==> config.mk <==
export PLATFORM = sky130hd
export DESIGN_NAME = audio_track_sequencer
export DESIGN_NICKNAME = d
export VERILOG_FILES = /design/src/rtl/audio_seq_pkg.sv /design/src/rtl/sample_tick_divider.sv /design/src/rtl/audio_track_sequencer.sv
export SDC_FILE = /design/constraint.sdc
export NUM_CORES = 1
export LEC_CHECK = 0
export ABC_CLOCK_PERIOD_IN_PS = 2800
export CORE_ASPECT_RATIO = 0.6
export CORE_MARGIN = 2
export CORE_UTILIZATION = 47
export DETAILED_ROUTE_END_ITERATION = 8
export MAX_ROUTING_LAYER = met4
export PLACE_DENSITY_LB_ADDON = 0.25
export SLEW_MARGIN = 20
export SYNTH_ARGS = -nofsm -noshare
export SYNTH_HDL_FRONTEND = slang
export SYNTH_SLANG_ARGS = --single-unit
==> constraint.sdc <==
create_clock -name CLOCK_50 -period 2.8 [get_ports CLOCK_50]
set_input_delay 0.56 -clock CLOCK_50 [delete_from_list [all_inputs] [get_ports CLOCK_50]]
set_output_delay 0.56 -clock CLOCK_50 [all_outputs]
set_load 0.005 [all_outputs]
==> src/rtl/audio_seq_pkg.sv <==
// Shared track codes, default sizing constants and the track priority rule
// for the audio track sequencer.
package audio_seq_pkg;

    localparam logic [2:0] TRK_SILENT = 3'd0;
    localparam logic [2:0] TRK_FULL   = 3'd1;
    localparam logic [2:0] TRK_LOW    = 3'd2;
    localparam logic [2:0] TRK_DANGER = 3'd3;
    localparam logic [2:0] TRK_WIN    = 3'd4;
    localparam logic [2:0] TRK_LOSS   = 3'd5;

    localparam int DEF_SAMPLE_DIV = 6250;
    localparam int DEF_LONG_LEN   = 64000;
    localparam int DEF_SHORT_LEN  = 32000;
    localparam int DEF_LOW_TH     = 12;
    localparam int DEF_DANGER_TH  = 8;

    // Priority: win beats loss beats the oxygen bands.
    function automatic logic [2:0] select_track(
        input logic       win,
        input logic       loss,
        input logic [6:0] sec,
        input logic [6:0] low_th,
        input logic [6:0] danger_th
    );
        logic [2:0] t;
        if (win)                   t = TRK_WIN;
        else if (loss)             t = TRK_LOSS;
        else if (sec >= low_th)    t = TRK_FULL;
        else if (sec >= danger_th) t = TRK_LOW;
        else                       t = TRK_DANGER;
        return t;
    endfunction

endpackage

==> src/rtl/sample_tick_divider.sv <==
// Free-running divider producing a one-cycle sample-rate tick every
// SAMPLE_DIV clocks; the first tick comes SAMPLE_DIV cycles after reset.
module sample_tick_divider #(
    parameter int SAMPLE_DIV = 6250
) (
    input  logic CLOCK_50,
    input  logic resetn,
    output logic tick
);
    localparam int CW = (SAMPLE_DIV > 1) ? $clog2(SAMPLE_DIV) : 1;

    logic [CW-1:0] count_q, count_d;

    assign tick = (count_q == CW'(SAMPLE_DIV - 1));

    // Count up and wrap to zero on the tick cycle.
    always_comb begin
        count_d = tick ? '0 : count_q + CW'(1);
    end

    // Counter register, cleared asynchronously.
    always_ff @(posedge CLOCK_50 or negedge resetn) begin
        if (!resetn) count_q <= '0;
        else         count_q <= count_d;
    end

endmodule

==> src/rtl/audio_track_sequencer.sv <==
// Chooses the music track from game state on each sample tick, steps the
// ROM read addresses and registers the selected ROM byte into the sample
// word two cycles after the tick (one cycle of ROM read latency).
module audio_track_sequencer
    import audio_seq_pkg::*;
#(
    parameter int SAMPLE_DIV = DEF_SAMPLE_DIV,
    parameter int LONG_LEN   = DEF_LONG_LEN,
    parameter int SHORT_LEN  = DEF_SHORT_LEN,
    parameter int LOW_TH     = DEF_LOW_TH,
    parameter int DANGER_TH  = DEF_DANGER_TH,
    parameter int GAIN_SHIFT = 0
) (
    input  logic        CLOCK_50,
    input  logic        resetn,
    input  logic [3:0]  oxygen_hi,
    input  logic [3:0]  oxygen_lo,
    input  logic        game_win,
    input  logic        game_loss,
    input  logic        audio_out_allowed,
    output logic [15:0] long_addr,
    output logic [15:0] short_addr,
    input  logic [7:0]  full_q,
    input  logic [7:0]  win_q,
    input  logic [7:0]  low_q,
    input  logic [7:0]  danger_q,
    output logic [2:0]  track,
    output logic [31:0] audio_sample,
    output logic        write_audio_out,
    output logic        won
);
    logic        tick;
    logic [6:0]  oxygen_sec;
    logic [2:0]  next_track;
    logic [2:0]  track_q, track_d;
    logic [15:0] long_q, long_d;
    logic [15:0] short_q, short_d;
    logic        won_q, won_d;
    logic        run_q;
    logic        tick_p1_q, tick_p2_q;
    logic [7:0]  sample_byte;
    logic [31:0] sample_q, sample_d;

    sample_tick_divider #(.SAMPLE_DIV(SAMPLE_DIV)) u_div (
        .CLOCK_50 (CLOCK_50),
        .resetn   (resetn),
        .tick     (tick)
    );

    // BCD digits are combined without range checking; result wraps at 7 bits.
    assign oxygen_sec = 7'(oxygen_hi) * 7'd10 + 7'(oxygen_lo);
    assign next_track = select_track(won_q | game_win, game_loss, oxygen_sec,
                                     7'(LOW_TH), 7'(DANGER_TH));

    // On tick: restart addresses on a track change, otherwise advance both.
    always_comb begin
        track_d = track_q;
        long_d  = long_q;
        short_d = short_q;
        won_d   = won_q;
        if (tick) begin
            won_d = won_q | game_win;
            if (next_track != track_q) begin
                track_d = next_track;
                long_d  = '0;
                short_d = '0;
            end else begin
                long_d  = (long_q  == 16'(LONG_LEN - 1))  ? '0 : long_q  + 16'd1;
                short_d = (short_q == 16'(SHORT_LEN - 1)) ? '0 : short_q + 16'd1;
            end
        end
    end

    // ROM byte for the current track; LOSS and SILENT play silence.
    always_comb begin
        case (track_q)
            TRK_FULL:   sample_byte = full_q;
            TRK_LOW:    sample_byte = low_q;
            TRK_DANGER: sample_byte = danger_q;
            TRK_WIN:    sample_byte = win_q;
            default:    sample_byte = 8'h00;
        endcase
    end

    // Load two cycles after the tick, once the ROM shows the new address.
    assign sample_d = tick_p2_q ? (32'(sample_byte) << GAIN_SHIFT) : sample_q;

    // All state registers, cleared asynchronously.
    always_ff @(posedge CLOCK_50 or negedge resetn) begin
        if (!resetn) begin
            track_q   <= TRK_SILENT;
            long_q    <= '0;
            short_q   <= '0;
            won_q     <= 1'b0;
            run_q     <= 1'b0;
            tick_p1_q <= 1'b0;
            tick_p2_q <= 1'b0;
            sample_q  <= '0;
        end else begin
            track_q   <= track_d;
            long_q    <= long_d;
            short_q   <= short_d;
            won_q     <= won_d;
            run_q     <= 1'b1;
            tick_p1_q <= tick;
            tick_p2_q <= tick_p1_q;
            sample_q  <= sample_d;
        end
    end

    assign track           = track_q;
    assign long_addr       = long_q;
    assign short_addr      = short_q;
    assign won             = won_q;
    assign audio_sample    = sample_q;
    assign write_audio_out = audio_out_allowed & run_q;

endmodule

After elaboration in Yosys (flattened, before gate mapping)
Cells that the tools add are included.
Widths: inputs -> output; s select.
Word-level totals
  bits in registers: 60
  bits of input ports: 45
  output and inout port bits: 69
  word-level logic and storage cells: 37
Operators by class
  $add $sub $neg: 4
  multiply operators: 1
  $lt $le $gt $ge: 2
  equality and inequality tests: 8
  muxes and demuxes: 10
  bitwise operators: 2
  reductions and logical operators: 1
Operators with widths (number)
  $mux 16: 4
  $add 16x1->16 const B: 2
  $pmux 8 s4: 1
  $eq 16x15->1 const B: 1
  $eq 16x16->1 const B: 1
  $ge 7x4->1 const B: 2
  $add 13x1->13 const B: 1
  $eq 13x13->1 const B: 1
  $mux 13: 1
  $add 7x4->7: 1
  $eq 3x2->1 const B: 2
  $mul 4x3->6 const B: 1
  $mux 3: 2
  $eq 3x1->1 const B: 1
  $eq 3x3->1 const B: 1
  $ne 3x3->1: 1
  $mux 2: 1
  $reduce_and 2->1: 1
  $and 1x1->1: 1
  $mux 1: 1
  $or 1x1->1: 1

Longest topological paths before layout
  depth in word-level cells: 9
  mapped depth: 11
  mapped depth without buffers: 10

Modules after synthesis
From an unflattened synthesis, not the netlist that was laid out.
Second synthesis, totals
  cell total of the unflattened synthesis: 417
  area total of the unflattened synthesis: 3885.0 um^2
By module, submodules not included
  audio_track_sequencer: instances 1, cells an instance 357, area each 3253.1 um^2, seq. area each 1176.1 um^2
  sample_tick_divider: instances 1, cells an instance 60, area each 631.9 um^2, seq. area each 325.3 um^2

Least setup slack after synthesis
OpenSTA, ideal clock, no wires.
  path type: input-to-reg
  start point: input oxygen_hi[1]
  end point: register short_q[15] (netlist: short_addr[15])
  library setup time: 0.124 ns
  data arrival time: 3.195 ns
  data required time: 2.676 ns
  setup slack: -0.519 ns
  cell stages on the path: 11
  path buffers: 1
  cell sequence: ha_1 > ha_1 > fa_1 > xor3_1 > a211oi_2 > o21ai_1 > a221o_1 > and3_1 > buf_6 > and3_1 > a211o_1
On the way
  word-level cells in the longest chain between the ends: 9
  elaborated cells on any way between the ends: 10
  those cells by class: add/sub (1); mul (1); order compare (2); eq/ne (1); mux (5)
RTL lines
  from (decl): RTL line audio_track_sequencer.sv:16  | input logic [3:0] oxygen_hi,
  $mul 4x3->6 *: RTL line audio_track_sequencer.sv:51  | assign oxygen_sec = 7'(oxygen_hi) * 7'd10 + 7'(oxygen_lo);
  $add 7x4->7 *: RTL line audio_track_sequencer.sv:51
  $ge 7x4->1: RTL line audio_seq_pkg.sv:30  | else if (sec >= danger_th) t = TRK_LOW;
  $mux 1: RTL line audio_seq_pkg.sv:30
  $mux 2 *: RTL line audio_seq_pkg.sv:29  | else if (sec >= low_th) t = TRK_FULL;
  $mux 3 *: RTL line audio_seq_pkg.sv:28  | else if (loss) t = TRK_LOSS;
  $mux 3 *: RTL line audio_seq_pkg.sv:27  | if (win) t = TRK_WIN;
  $ne 3x3->1 *: RTL line audio_track_sequencer.sv:63  | if (next_track != track_q) begin
  $mux 16 *: RTL line audio_track_sequencer.sv:63
  to (signal assigned): RTL line audio_track_sequencer.sv:102  | short_q <= short_d;
  to (decl): RTL line audio_track_sequencer.sv:37  | logic [15:0] short_q, short_d;
Mark *: on every way between the ends. The rest lies on a longest branch, timed or not.
A chain may end at the register's enable or synchronous reset.

Final worst setup path
  start point: input oxygen_hi[3]
  end point: register long_q[0] (netlist: long_addr[0])
On the way
  word-level cells in the longest chain between the ends: 9
  elaborated cells on any way between the ends: 10
  those cells by class: add/sub (1); mul (1); order compare (2); eq/ne (1); mux (5)
RTL lines
  $mul 4x3->6 *: RTL line audio_track_sequencer.sv:51
  $add 7x4->7 *: RTL line audio_track_sequencer.sv:51
  $ge 7x4->1: RTL line audio_seq_pkg.sv:30
  $mux 1: RTL line audio_seq_pkg.sv:30
  $mux 2 *: RTL line audio_seq_pkg.sv:29
  $mux 3 *: RTL line audio_seq_pkg.sv:28
  $mux 3 *: RTL line audio_seq_pkg.sv:27
  $ne 3x3->1 *: RTL line audio_track_sequencer.sv:63
  $mux 16 *: RTL line audio_track_sequencer.sv:63
  to (signal assigned): RTL line audio_track_sequencer.sv:101  | long_q <= long_d;
  to (decl): RTL line audio_track_sequencer.sv:36  | logic [15:0] long_q, long_d;
Marked as above.

==> flow_summary_export.csv <==
group,metric,value,unit
critical_path,critPathCaptureType,"flop",
run_status,violations,"negative setup slack",
routing,vias_per_cell,5.65,
critical_path,critPathRequiredTime,3.01,ns
synthesis,async_flop_share,1.00,
synthesis,ys_seq_area_frac,0.409,
clock_tree,cts_sinks,60,
synthesis,synth_area_leaders,"dfrtp_1, buf_4, ha_1",
synthesis,yosys.area_share.simple,0.199,
timing,worst_slack,-0.388,ns
floorplan,die-area,8570,µm²
placement,dpl_cell_area,4740,µm²
grt,grt_pass1_vias,3292,
grt,grt_use_total,0.238,
timing,finalSetupTns,-9.63,ns
cells_and_area,fill_cells,527,
synthesis,synth_top_area_frac,0.409,
timing,drv_slew,0,
clock_tree,path_clk_slew,0.05,ns
grt,grt_start_max_net_pins,61,
critical_path,start_kind,"input port",
synthesis,yosys.area.top_type,"dfrtp_1",
routing,drtIter0Drc,344,
pwr,total_power,2.26,mW
cells_and_area,final_cell_count_no_fill,614,
routing,post_drt_wl_per_cell,16.7,µm
clock_tree,clk-insertion-delay-late,0.33,ns
clock_tree,cts_buffer_depth,2,
cells_and_area,post-route-util,0.729,
routing,ant_nets,0,
timing,timing.final.crit_share,1.14,
routing,routed_wl,10.3,mm
routing,vias,3471,
cells_and_area,area_growth,47.1,%
placement,dp_cells,582,
synthesis,ys_top_cells_by_count,"dfrtp_1, nand2_1, buf_4",
timing,period_minus_slack,3.19,ns
floorplan,start_util,0.495,
synthesis,ys_ff_latch,60,
grt,grt_pass1_wl,15.8,mm
floorplan,dieWidth,118,µm
critical_path,path_class,"in2reg",
grt,antenna_found_initial,0,
placement,port_buffers,88,
synthesis,synth_adder_area_share,0.0449,
pwr,ir_worst_vdd,0.000295,V
synthesis,synthesis.area,3670,µm²
synthesis,synth_most_common_cell,"dfrtp_1",
placement,preCtsSetupSlack,-1.09,ns
clock_tree,cts_buffers,9,
synthesis,yosys_warnings,0,
timing,rsz0062_at_grt,"true",
synthesis,ys.flop_type,"dfrtp_1",
synthesis,synth-edff-count,0,
synthesis,synth_top_family_by_area,"simple AND/OR/NAND/NOR gates",
synthesis,synth-xor-area-share,0.0375,
synthesis,yosysUniqueCellTypes,59,
synthesis,syn_avg_cell_area,9.62,µm²
routing,route.detailed.drc,0,
timing,timing.hold.ws,0.371,ns
cells_and_area,antenna_cells,0,
grt,overflow,0,
clock_tree,ctsHoldBuffers,0,
timing,skew,0.00546,ns
timing,final_hold_viol_count,0,
cells_and_area,drive_above_1_share,0.198,
cells_and_area,fin_area,5410,µm²
timing,relSlewSlack,0.492,
synthesis,synthMuxAreaShare,0.0306,
pwr,powerDensity,418,nW/µm²
placement,place_congestion,0.860,
floorplan,die_y,72.5,µm
pwr,leakage,2.45,nW
floorplan,rows,24,
timing,finalSetupViolCount,33,
floorplan,core,7420,µm²
placement,dpl.hpwl,6.61,mm
min_path,hold_class,"in2async",
critical_path,cp_max_fo,13,
routing,drt_pass1_iterations,4,
critical_path,critPathArrivalTime,3.40,ns
synthesis,synth-compound-area-share,0.192,
run_status,status,"finished, violations left",
synthesis,synthCells,382,
clock_tree,tritoncts,"yes",
clock_tree,clockRootBuffer,"clkbuf_16",
cells_and_area,final_nets,562,
timing,fmax,314,MHz
run,cap_violations,0,
clock_tree,htreeDepth,3,
timing,tightest_slew,0.762,ns
floorplan,io_pins,114,
==> report_power, final <==
part | total, mW | internal (mW) | switching, mW
logic | 0.272 | 0.154 | 0.118
clock network | 1.12 | 0.733 | 0.383
registers | 0.872 | 0.870 | 0.00162
==> final cells by class <==
| cell class | instances | area (µm²) | area share |
|---|---|---|---|
| multi-input combinational | 290 | 2180 | 0.404 |
| sequential | 60 | 1500 | 0.278 |
| timing repair buffer | 126 | 1220 | 0.226 |
| clock buffer | 12 | 256 | 0.0474 |
| tap | 104 | 130 | 0.0241 |
| inverter | 18 | 67.6 | 0.0125 |
| clock inverter | 4 | 47.5 | 0.00879 |
==> path summary, 6_finish.rpt <==
check                      depth (start not counted)                     start                    endpoint  slack (ns)
min in group CLOCK_50                              0       tick_p1_q$_DFF_PN0_         tick_p2_q$_DFF_PN0_        0.37
setup reg to reg                                  10  long_addr[1]$_DFFE_PN0P_    long_addr[0]$_DFFE_PN0P_        0.39
hold reg to reg                                    0       tick_p1_q$_DFF_PN0_         tick_p2_q$_DFF_PN0_        0.37
max in group asynchronous                          2                    resetn  short_addr[10]$_DFFE_PN0P_        1.91
hold / removal                                     2                    resetn  short_addr[13]$_DFFE_PN0P_        0.37
setup / recovery                                  14              oxygen_hi[3]    long_addr[0]$_DFFE_PN0P_       -0.39
==> what timing repair did <==
action / 4_1_cts / 5_1_grt
setup endpoints to repair: 33 / 33
pin swaps: 15 / 15
gates resized for setup: 42 / 40
buffers inserted: 12 / 11
gates cloned: 1 / 1
==> worst max-delay path, cell delays in order <==
cell and delay (ns):
buf_6 0.10, ha_4 0.23, ha_4 0.15, fa_2 0.56
nor2b_1 0.09, a222oi_1 0.37, buf_4 0.20, o21ai_4 0.06
a221o_2 0.42, nand4_4 0.11, buf_6 0.12, nor2_4 0.04
buf_12 0.14, mux2_2 0.25
==> cell families (layout without fill, tap and decap cells) <==
| group | after synthesis | after routing |
|---|---|---|
| AO/OA/AOI/OAI | 93 | 93 |
| multiplexers | 11 | 11 |
| adder cells (fa/ha/maj) | 12 | 12 |
| other | 2 | 25 |
| AND/OR/NAND/NOR | 134 | 135 |
| XOR/XNOR | 14 | 14 |
| buffers and inverters | 56 | 160 |
| flip-flops | 60 | 60 |
==> registers in the layout (all words and copies together), names as in the netlist <==
name and flops:
long_addr 16, short_addr 16, u_div.count_q 13, audio_sample 8, track 3, run_q 1
tick_p1_q 1, tick_p2_q 1, won 1
==> layout by cell type (no fill, tap or decap), types with 4 or more instances in the layout <==
master,Yosys,routed
nand2_1,26,26
a22o_1,10,10
o31ai_2,0,8
buf_4,25,24
a21o_1,4,4
buf_6,1,14
and3_1,19,16
nor3_1,5,5
ha_1,10,6
inv_1,18,18
a32o_1,4,4
o22a_1,8,8
mux2i_1,9,9
conb_1,2,25
dfrtp_1,60,60
nor2_1,22,21
o21ai_0,14,8
xor2_1,5,5
clkdlybuf4s50_1,0,81
o22ai_1,8,8
o21ai_1,2,5
clkbuf_16,0,9
a22oi_1,9,9
nand3_1,23,22
nor2b_1,15,15
xnor2_1,8,8
==> layer usage <==
metal,track usage,vias up,part of all wire
li1,-,1604,-
met1,0.303,1692,0.42
met2,0.387,159,0.49
met3,0.0621,16,0.074
met4,0.0562,0,0.011
met5,-,-,0
No activity file was read; power rests on OpenSTA's default activity.
